$ cat src/rtl/execute_if.sv
// ----------------------------------------------------------------------------
// execute_if -- bundle of all signals exchanged by the EX pipeline stage.
//
// Purpose : groups the ID/EX control and operand inputs, the writeback
//           forwarding bus, the registered EX/MEM outputs and the
//           combinational jump redirect into one interface.
// Modports:
//   master -- upstream side (decode/writeback driver): drives ID/EX
//             inputs and the writeback bus, observes EX/MEM and redirect.
//   slave  -- the execute stage itself.
// Signals :
//   flushE                             turn the EX instruction into a bubble
//   regwriteE, memrwE, aselE, bselE    ID/EX control bits
//   wbselE[1:0]                        writeback select (00 mem, 01 alu, 11 pc+4)
//   aluselE[2:0]                       ALU operation
//   rdE, rs1E, rs2E[4:0]               register indices
//   rd1E, rd2E, imm_exE, pcE, pc4E     operands, immediate, PC, PC+4
//   regwriteW, rdW, resultW            writeback bus used for forwarding
//   regwriteM, memrwM, wbselM, rdM     EX/MEM control (registered)
//   aluresultM, writedataM, pc4M       EX/MEM data (registered)
//   pcselE, pctargetE                  jump redirect to fetch (combinational)
// ----------------------------------------------------------------------------
interface execute_if #(
  parameter int XLEN = 32
);
  logic            flushE;
  logic            regwriteE;
  logic            memrwE;
  logic            aselE;
  logic            bselE;
  logic [1:0]      wbselE;
  logic [2:0]      aluselE;
  logic [4:0]      rdE;
  logic [4:0]      rs1E;
  logic [4:0]      rs2E;
  logic [XLEN-1:0] rd1E;
  logic [XLEN-1:0] rd2E;
  logic [XLEN-1:0] imm_exE;
  logic [XLEN-1:0] pcE;
  logic [XLEN-1:0] pc4E;
  logic            regwriteW;
  logic [4:0]      rdW;
  logic [XLEN-1:0] resultW;
  logic            regwriteM;
  logic            memrwM;
  logic [1:0]      wbselM;
  logic [4:0]      rdM;
  logic [XLEN-1:0] aluresultM;
  logic [XLEN-1:0] writedataM;
  logic [XLEN-1:0] pc4M;
  logic            pcselE;
  logic [XLEN-1:0] pctargetE;

  modport master (
    output flushE, regwriteE, memrwE, aselE, bselE, wbselE, aluselE,
           rdE, rs1E, rs2E, rd1E, rd2E, imm_exE, pcE, pc4E,
           regwriteW, rdW, resultW,
    input  regwriteM, memrwM, wbselM, rdM, aluresultM, writedataM, pc4M,
           pcselE, pctargetE
  );

  modport slave (
    input  flushE, regwriteE, memrwE, aselE, bselE, wbselE, aluselE,
           rdE, rs1E, rs2E, rd1E, rd2E, imm_exE, pcE, pc4E,
           regwriteW, rdW, resultW,
    output regwriteM, memrwM, wbselM, rdM, aluresultM, writedataM, pc4M,
           pcselE, pctargetE
  );
endinterface

$ cat src/rtl/execute.sv
// ----------------------------------------------------------------------------
// execute -- EX pipeline stage with operand forwarding, ALU, jump redirect
//            and the EX/MEM pipeline register.
//
// Ports:
//   clk  -- single clock, all state updates on its rising edge
//   rst  -- synchronous, active-high reset
//   bus  -- execute_if.slave; see execute_if.sv for the signal list
//
// Forwarding priority: M stage beats W stage beats the register-file read.
// A write to x0 is never forwarded. The M-stage value forwarded is always
// the ALU result; load-use hazards are resolved by stalls upstream.
// ----------------------------------------------------------------------------
module execute #(
  parameter int XLEN = 32
) (
  input logic       clk,
  input logic       rst,
  execute_if.slave  bus
);

  // EX/MEM pipeline register state
  logic            regwrite_q, regwrite_d;
  logic            memrw_q,    memrw_d;
  logic [1:0]      wbsel_q,    wbsel_d;
  logic [4:0]      rd_q,       rd_d;
  logic [XLEN-1:0] aluresult_q, aluresult_d;
  logic [XLEN-1:0] writedata_q, writedata_d;
  logic [XLEN-1:0] pc4_q,       pc4_d;

  logic [XLEN-1:0] fwd_a_s;
  logic [XLEN-1:0] fwd_b_s;
  logic [XLEN-1:0] op_a_s;
  logic [XLEN-1:0] op_b_s;
  logic [XLEN-1:0] alu_res_s;
  logic            m_hit_a_s, m_hit_b_s, w_hit_a_s, w_hit_b_s;

  // Hazard detection: a producer only counts when it writes a non-x0 register
  always_comb begin
    m_hit_a_s = regwrite_q    && (rd_q   != 5'd0) && (rd_q   == bus.rs1E);
    m_hit_b_s = regwrite_q    && (rd_q   != 5'd0) && (rd_q   == bus.rs2E);
    w_hit_a_s = bus.regwriteW && (bus.rdW != 5'd0) && (bus.rdW == bus.rs1E);
    w_hit_b_s = bus.regwriteW && (bus.rdW != 5'd0) && (bus.rdW == bus.rs2E);
  end

  // Forwarding muxes: M match is checked first so it wins over W
  always_comb begin
    if (m_hit_a_s) begin
      fwd_a_s = aluresult_q;
    end else if (w_hit_a_s) begin
      fwd_a_s = bus.resultW;
    end else begin
      fwd_a_s = bus.rd1E;
    end
    if (m_hit_b_s) begin
      fwd_b_s = aluresult_q;
    end else if (w_hit_b_s) begin
      fwd_b_s = bus.resultW;
    end else begin
      fwd_b_s = bus.rd2E;
    end
  end

  // Operand selection and ALU (wraps modulo 2^XLEN, no flags)
  always_comb begin
    op_a_s = bus.aselE ? bus.pcE     : fwd_a_s;
    op_b_s = bus.bselE ? bus.imm_exE : fwd_b_s;
    case (bus.aluselE)
      3'b000:  alu_res_s = op_a_s + op_b_s;
      3'b001:  alu_res_s = op_a_s - op_b_s;
      3'b010:  alu_res_s = op_a_s & op_b_s;
      3'b011:  alu_res_s = op_a_s | op_b_s;
      3'b100:  alu_res_s = op_a_s ^ op_b_s;
      default: alu_res_s = {XLEN{1'b0}};
    endcase
  end

  // Next-state of the EX/MEM register: a flushed instruction becomes all-zero
  always_comb begin
    if (bus.flushE) begin
      regwrite_d  = 1'b0;
      memrw_d     = 1'b0;
      wbsel_d     = 2'b00;
      rd_d        = 5'd0;
      aluresult_d = {XLEN{1'b0}};
      writedata_d = {XLEN{1'b0}};
      pc4_d       = {XLEN{1'b0}};
    end else begin
      regwrite_d  = bus.regwriteE;
      memrw_d     = bus.memrwE;
      wbsel_d     = bus.wbselE;
      rd_d        = bus.rdE;
      aluresult_d = alu_res_s;
      writedata_d = fwd_b_s;
      pc4_d       = bus.pc4E;
    end
  end

  // EX/MEM register, synchronous reset clears every field
  always_ff @(posedge clk) begin
    if (rst) begin
      regwrite_q  <= 1'b0;
      memrw_q     <= 1'b0;
      wbsel_q     <= 2'b00;
      rd_q        <= 5'd0;
      aluresult_q <= {XLEN{1'b0}};
      writedata_q <= {XLEN{1'b0}};
      pc4_q       <= {XLEN{1'b0}};
    end else begin
      regwrite_q  <= regwrite_d;
      memrw_q     <= memrw_d;
      wbsel_q     <= wbsel_d;
      rd_q        <= rd_d;
      aluresult_q <= aluresult_d;
      writedata_q <= writedata_d;
      pc4_q       <= pc4_d;
    end
  end

  // Jump redirect: only a live (not flushed, not in reset) pc+4 writeback jumps
  assign bus.pcselE    = (bus.wbselE == 2'b11) && !bus.flushE && !rst;
  assign bus.pctargetE = {alu_res_s[XLEN-1:1], 1'b0};

  assign bus.regwriteM  = regwrite_q;
  assign bus.memrwM     = memrw_q;
  assign bus.wbselM     = wbsel_q;
  assign bus.rdM        = rd_q;
  assign bus.aluresultM = aluresult_q;
  assign bus.writedataM = writedata_q;
  assign bus.pc4M       = pc4_q;

endmodule

$ cat src/flat_wrapper.sv
// flat-port wrapper written by rule: the top's interface ports become plain ports
module execute_flat 
#(
  parameter int XLEN = 32
)
  (clk, rst, bus_flushE, bus_regwriteE, bus_memrwE, bus_aselE, bus_bselE, bus_wbselE, bus_aluselE, bus_rdE, bus_rs1E, bus_rs2E, bus_rd1E, bus_rd2E, bus_imm_exE, bus_pcE, bus_pc4E, bus_regwriteW, bus_rdW, bus_resultW, bus_regwriteM, bus_memrwM, bus_wbselM, bus_rdM, bus_aluresultM, bus_writedataM, bus_pc4M, bus_pcselE, bus_pctargetE);
  execute_if #(.XLEN(XLEN)) bus_i ();
  input logic clk;
  input logic rst;
  input wire logic [$bits(bus_i.flushE)-1:0] bus_flushE;
  input wire logic [$bits(bus_i.regwriteE)-1:0] bus_regwriteE;
  input wire logic [$bits(bus_i.memrwE)-1:0] bus_memrwE;
  input wire logic [$bits(bus_i.aselE)-1:0] bus_aselE;
  input wire logic [$bits(bus_i.bselE)-1:0] bus_bselE;
  input wire logic [$bits(bus_i.wbselE)-1:0] bus_wbselE;
  input wire logic [$bits(bus_i.aluselE)-1:0] bus_aluselE;
  input wire logic [$bits(bus_i.rdE)-1:0] bus_rdE;
  input wire logic [$bits(bus_i.rs1E)-1:0] bus_rs1E;
  input wire logic [$bits(bus_i.rs2E)-1:0] bus_rs2E;
  input wire logic [$bits(bus_i.rd1E)-1:0] bus_rd1E;
  input wire logic [$bits(bus_i.rd2E)-1:0] bus_rd2E;
  input wire logic [$bits(bus_i.imm_exE)-1:0] bus_imm_exE;
  input wire logic [$bits(bus_i.pcE)-1:0] bus_pcE;
  input wire logic [$bits(bus_i.pc4E)-1:0] bus_pc4E;
  input wire logic [$bits(bus_i.regwriteW)-1:0] bus_regwriteW;
  input wire logic [$bits(bus_i.rdW)-1:0] bus_rdW;
  input wire logic [$bits(bus_i.resultW)-1:0] bus_resultW;
  output wire logic [$bits(bus_i.regwriteM)-1:0] bus_regwriteM;
  output wire logic [$bits(bus_i.memrwM)-1:0] bus_memrwM;
  output wire logic [$bits(bus_i.wbselM)-1:0] bus_wbselM;
  output wire logic [$bits(bus_i.rdM)-1:0] bus_rdM;
  output wire logic [$bits(bus_i.aluresultM)-1:0] bus_aluresultM;
  output wire logic [$bits(bus_i.writedataM)-1:0] bus_writedataM;
  output wire logic [$bits(bus_i.pc4M)-1:0] bus_pc4M;
  output wire logic [$bits(bus_i.pcselE)-1:0] bus_pcselE;
  output wire logic [$bits(bus_i.pctargetE)-1:0] bus_pctargetE;
  assign bus_i.flushE = bus_flushE;
  assign bus_i.regwriteE = bus_regwriteE;
  assign bus_i.memrwE = bus_memrwE;
  assign bus_i.aselE = bus_aselE;
  assign bus_i.bselE = bus_bselE;
  assign bus_i.wbselE = bus_wbselE;
  assign bus_i.aluselE = bus_aluselE;
  assign bus_i.rdE = bus_rdE;
  assign bus_i.rs1E = bus_rs1E;
  assign bus_i.rs2E = bus_rs2E;
  assign bus_i.rd1E = bus_rd1E;
  assign bus_i.rd2E = bus_rd2E;
  assign bus_i.imm_exE = bus_imm_exE;
  assign bus_i.pcE = bus_pcE;
  assign bus_i.pc4E = bus_pc4E;
  assign bus_i.regwriteW = bus_regwriteW;
  assign bus_i.rdW = bus_rdW;
  assign bus_i.resultW = bus_resultW;
  assign bus_regwriteM = bus_i.regwriteM;
  assign bus_memrwM = bus_i.memrwM;
  assign bus_wbselM = bus_i.wbselM;
  assign bus_rdM = bus_i.rdM;
  assign bus_aluresultM = bus_i.aluresultM;
  assign bus_writedataM = bus_i.writedataM;
  assign bus_pc4M = bus_i.pc4M;
  assign bus_pcselE = bus_i.pcselE;
  assign bus_pctargetE = bus_i.pctargetE;
  execute #(.XLEN(XLEN)) u_core (.clk(clk), .rst(rst), .bus(bus_i));
endmodule
$ cat config.mk
export PLATFORM = sky130hd
export DESIGN_NAME = execute_flat
export DESIGN_NICKNAME = d
export VERILOG_FILES = /design/src/rtl/execute_if.sv /design/src/rtl/execute.sv /design/src/flat_wrapper.sv
export SDC_FILE = /design/constraint.sdc
export NUM_CORES = 1
export LEC_CHECK = 0
export ABC_AREA = 1
export CORE_ASPECT_RATIO = 0.8
export CORE_MARGIN = 1.5
export CORE_UTILIZATION = 45
export CTS_CLUSTER_DIAMETER = 60
export DETAILED_ROUTE_END_ITERATION = 12
export PLACE_DENSITY = 0.77
export REMOVE_ABC_BUFFERS = 1
export SYNTH_ARGS = -nofsm -noshare
export SYNTH_HDL_FRONTEND = slang
export SYNTH_SLANG_ARGS = --single-unit
$ cat constraint.sdc
create_clock -name clk -period 5.9 [get_ports clk]
set_input_delay 0.885 -clock clk [delete_from_list [all_inputs] [get_ports clk]]
set_output_delay 0.885 -clock clk [all_outputs]
set_load 0.005 [all_outputs]
==> run summary <==
The cell leakage power is 9.36 nW. The number of synthesized flops with an enable pin is 0. Ranked by total cell area, the synthesized netlist is headed by sky130_fd_sc_hd__dfxtp_1 20%, sky130_fd_sc_hd__ha_1 12%, sky130_fd_sc_hd__nand2_1 10%.

The number of buffers inserted during clock tree synthesis came out at 9. Setup repair after global routing could not meet its margin everywhere. The final cell count without fillers is 2675. The synthesis-stage register bit count is 105.

The sort of element at the start of the critical path is an input port. After synthesis, the largest area contributor takes up 20.1% of total cell area. The logic depth of the worst register-to-register path is 43. The total die area came out at 24100 um2. The width of the die came out at 173 um.

The worst setup path is of the in2out kind. The via count normalized by instance count is 5.50. The number of failing hold endpoints at the final stage is 0.

The number of cell rows is 49. The number of nets in the layout is 2685. The data arrival time at the worst-slack endpoint came out at 5.41 ns.

The cell type of the slowest stage on the worst timing path is sky130_fd_sc_hd__ha_1. The post-route netlist has ~36% of its cells at a drive strength greater than 1. Between clock sinks in the finished design, the worst skew comes to 0.00879 ns. The worst-case headroom to the max-slew limit came out at 17.5%.

The checks that failed: setup timing. The worst hold path was traced through 2 stages. The number of antenna violations at the first check in global routing is 1. The number of I/O port buffers came out at 361. The number of global-route vias before repair is 14000.

The count of mapped cells out of synthesis came out at 1617. TritonCTS built the clock tree. The number of nets still failing antenna checks after routing is 0.

The number of design-rule violations left by the first detailed-router iteration is 1301. Routability-driven placement finished with a final weighted congestion of around 0.95. The largest fanout of any net on the critical path is 5. The layout has 1420 filler cells.

Entering global routing, the biggest net connects 74 pins. The area after detailed placement is between 15000 and 20000 um2. The final max-slew violation count came out at 0. The power density normalized to cell area came out at ~170 nW/um2. The per-instance average area after synthesis came out at 6.46 um2. After routing the design area is around 19000 um2. The min-delay analysis places its worst path in the category reg2reg.

The tightest hold margin is ~0.53 ns. Of all flip-flops after synthesis, the portion carrying an async set or reset was 0%. The period utilization is 107%. The HPWL after detailed placement is 34.2 mm. The register-to-register path setup slack is 0.24 ns.

The global routing usage summed across all routing layers is between 30% and 40%. The floorplan step defined a core boundary enclosing 22600 um2. The post-layout worst setup margin came out at -0.398 ns.

The worst IR drop on VDD is between 100 and 150 uV. The count of endpoints failing setup in the final report came out at 26. The max-capacitance violation count came out at 0. Pin placement for this block handled ~360 I/O pins.

The number of distinct library cells after synthesis came out at 52. The synthesis-to-layout area growth came out at 81.2%. The sink count of the clock tree came out at between 100 and 150. The delay of the slowest cell on the worst path is approximately 0.34 ns.

The most used flip-flop cell after synthesis is sky130_fd_sc_hd__dfxtp_1. The mean routed wirelength per cell came out at 20.0 um. The maximum clock path buffer count came out at 2.

The count of placed standard cells including taps came out at 2511. For the finished layout, the period the worst path requires is ~6.3 ns. The final global-route overflow total came out at 0. The total number of H-tree levels is 3. The routed layout has 14700 vias. The first-pass GRT wire length is about 73 mm. The core utilization of the finished layout came out at 83.6%. The DRC violations left came out at 0.

For this configuration, the core starts out at a cell density of 46.2%. For this design, the CTS-stage hold fixing added 0 buffers. The height of the chip is between 100 and 150 um. Of all cell types, the one taking the most synthesized area is sky130_fd_sc_hd__dfxtp_1.

The overall power consumption is 3.25 mW. The fmax is 0.159 GHz. The number of iterations in the first detailed-routing pass is 6. The register clock-pin slew on the reported worst setup and hold paths came out at 0.09 ns. The root buffer cell chosen for the clock tree is sky130_fd_sc_hd__clkbuf_16. The synthesized netlist occupies a cell area of around 10000 um2. At the later pin of the worst-skew pair, clock insertion delay measures 0.38 ns.

Wires add up to about 53 mm. The slew at the pin closest to its max-slew limit came out at 1.24 ns. The sequential share of the synthesized area is 20.1%. The run finished, with violations left. The synthesis warning total came out at 0. At the worst endpoint, the required time is 5.02 ns. STA classifies the critical path endpoint as an output port.
## metal layers
metal  routed length (um)  global-route usage (%)  up-vias  share of wire (%)
met3                 5310                    6.69      276                9.9
met5                   26                       0        -              0.049
li1                     -                       -     6648                  -
met4                 3390                    16.3        2                6.4
met1                20600                    49.0     6819                 39
met2                24100                    63.7      956                 45
## final cells by class
cell class	instances	area (um2)	area share (%)
antenna	1	2.50	0.0132
clock buffer	9	225	1.19
clock inverter	7	80.1	0.423
inverter	264	1010	5.36
multi-input combinational	1147	7710	40.7
sequential	105	2100	11.1
tap	306	383	2.02
timing repair buffer	836	7400	39.1
## Yosys cell counts, types with 3 or more instances
master	n
sky130_fd_sc_hd__nand2_1	283
sky130_fd_sc_hd__inv_1	249
sky130_fd_sc_hd__nor2_1	126
sky130_fd_sc_hd__a21oi_1	118
sky130_fd_sc_hd__dfxtp_1	105
sky130_fd_sc_hd__o21ai_0	100
sky130_fd_sc_hd__ha_1	96
sky130_fd_sc_hd__nand3_1	87
sky130_fd_sc_hd__or2_2	63
sky130_fd_sc_hd__nand4_1	52
sky130_fd_sc_hd__buf_4	39
sky130_fd_sc_hd__clkbuf_1	39
sky130_fd_sc_hd__xor2_1	37
sky130_fd_sc_hd__nand2_2	36
sky130_fd_sc_hd__o21a_1	31
sky130_fd_sc_hd__inv_2	14
sky130_fd_sc_hd__a31oi_1	12
sky130_fd_sc_hd__a221oi_1	11
sky130_fd_sc_hd__nor2_2	10
sky130_fd_sc_hd__nor3_1	10
sky130_fd_sc_hd__xnor2_1	10
sky130_fd_sc_hd__buf_2	9
sky130_fd_sc_hd__o21ai_1	9
sky130_fd_sc_hd__nand3_2	8
sky130_fd_sc_hd__nor2_4	8
sky130_fd_sc_hd__buf_1	6
sky130_fd_sc_hd__buf_6	6
sky130_fd_sc_hd__a22o_1	4
sky130_fd_sc_hd__nand3b_1	3
sky130_fd_sc_hd__nor3_2	3
sky130_fd_sc_hd__o2111ai_1	3
sky130_fd_sc_hd__o21ai_2	3
## layout by cell type, fill, tap and decap left out, types with 6 or more instances in the layout
cell type,instances
sky130_fd_sc_hd__buf_2,13
sky130_fd_sc_hd__clkbuf_16,10
sky130_fd_sc_hd__nand2_2,70
sky130_fd_sc_hd__o21ai_0,77
sky130_fd_sc_hd__ha_1,89
sky130_fd_sc_hd__dfxtp_1,105
sky130_fd_sc_hd__nor2_1,108
sky130_fd_sc_hd__buf_12,14
sky130_fd_sc_hd__o21ai_2,14
sky130_fd_sc_hd__nand2_4,13
sky130_fd_sc_hd__nand3_2,25
sky130_fd_sc_hd__buf_4,431
sky130_fd_sc_hd__inv_2,32
sky130_fd_sc_hd__xor2_1,31
sky130_fd_sc_hd__nand4_1,52
sky130_fd_sc_hd__clkbuf_2,8
sky130_fd_sc_hd__a21oi_1,97
sky130_fd_sc_hd__xnor2_1,8
sky130_fd_sc_hd__o21ai_1,17
sky130_fd_sc_hd__inv_4,6
sky130_fd_sc_hd__nand3_1,62
sky130_fd_sc_hd__o21a_1,30
sky130_fd_sc_hd__nor2_4,24
sky130_fd_sc_hd__nand3_4,9
sky130_fd_sc_hd__clkdlybuf4s50_1,329
sky130_fd_sc_hd__or2_2,58
sky130_fd_sc_hd__nor2_2,12
sky130_fd_sc_hd__a21oi_2,20
sky130_fd_sc_hd__buf_6,31
sky130_fd_sc_hd__a221oi_1,11
sky130_fd_sc_hd__nor3_2,9
sky130_fd_sc_hd__inv_1,223
sky130_fd_sc_hd__nand2_1,238
## flip-flops by register name, indices dropped and copies added (netlist names)
| register | flops |
|---|---|
| u_core.bus.rdM | 5 |
| u_core.bus.aluresultM | 32 |
| u_core.bus.writedataM | 32 |
| u_core.bus.wbselM | 2 |
| u_core.bus.pc4M | 32 |
| u_core.bus.regwriteM | 1 |
| u_core.bus.memrwM | 1 |
## worst max-delay path: cells and delay by family
kind	cells	cell delay [ns]
and+or+nand+nor	19	2.29
xor gates and xnor gates	2	0.42
AOI/OAI and AO/OA	4	0.55
buffers and inverters	8	0.89
adders and majority gates	1	0.34
## stage by stage
| stage | setup WS, ns | TNS, ns |
|---|---|---|
| 5_1_grt | -0.529 | -9.21 |
| 6_report | -0.398 | -5.53 |
| 2_1_floorplan | -0.382 | -2.74 |
| 4_1_cts | -0.0122 | -0.0122 |
| 3_5_place_dp | -1.18 | -17.25 |
| 3_3_place_gp | -1.10 | -15.98 |
## logic make-up after synthesis
group           Yosys count  synth area share [%]
other cells               1                0.0359
flops                   105                  20.1
compound gates          304                  16.7
fa+ha+maj                97                  11.7
simple gates            698                  32.1
xor+xnor                 47                  3.94
buf+inv                 365                  15.4
## where the power goes
part / switching, mW / internal (mW)
Sequential: 0.0189 / 0.742
Clock: 0.362 / 0.305
Combinational: 0.893 / 0.927
## final timing paths
| check | end | start |
|---|---|---|
| worst max-delay path | bus_pctargetE[30] | bus_rs2E[4] |
| worst min-delay path | u_core.bus.writedataM[30] | u_core.bus.aluresultM[30] |
| worst min register to register | u_core.bus.writedataM[30] | u_core.bus.aluresultM[30] |
| worst max register to register | u_core.bus.aluresultM[26] | u_core.bus.rdM[0] |
## repair_timing
item,CTS,global route
resized for setup,206,218
setup endpoints to repair,25,28
pin swaps,72,131
gates cloned,2,1
buffers inserted,110,46
(Power assumes the default switching activity.)
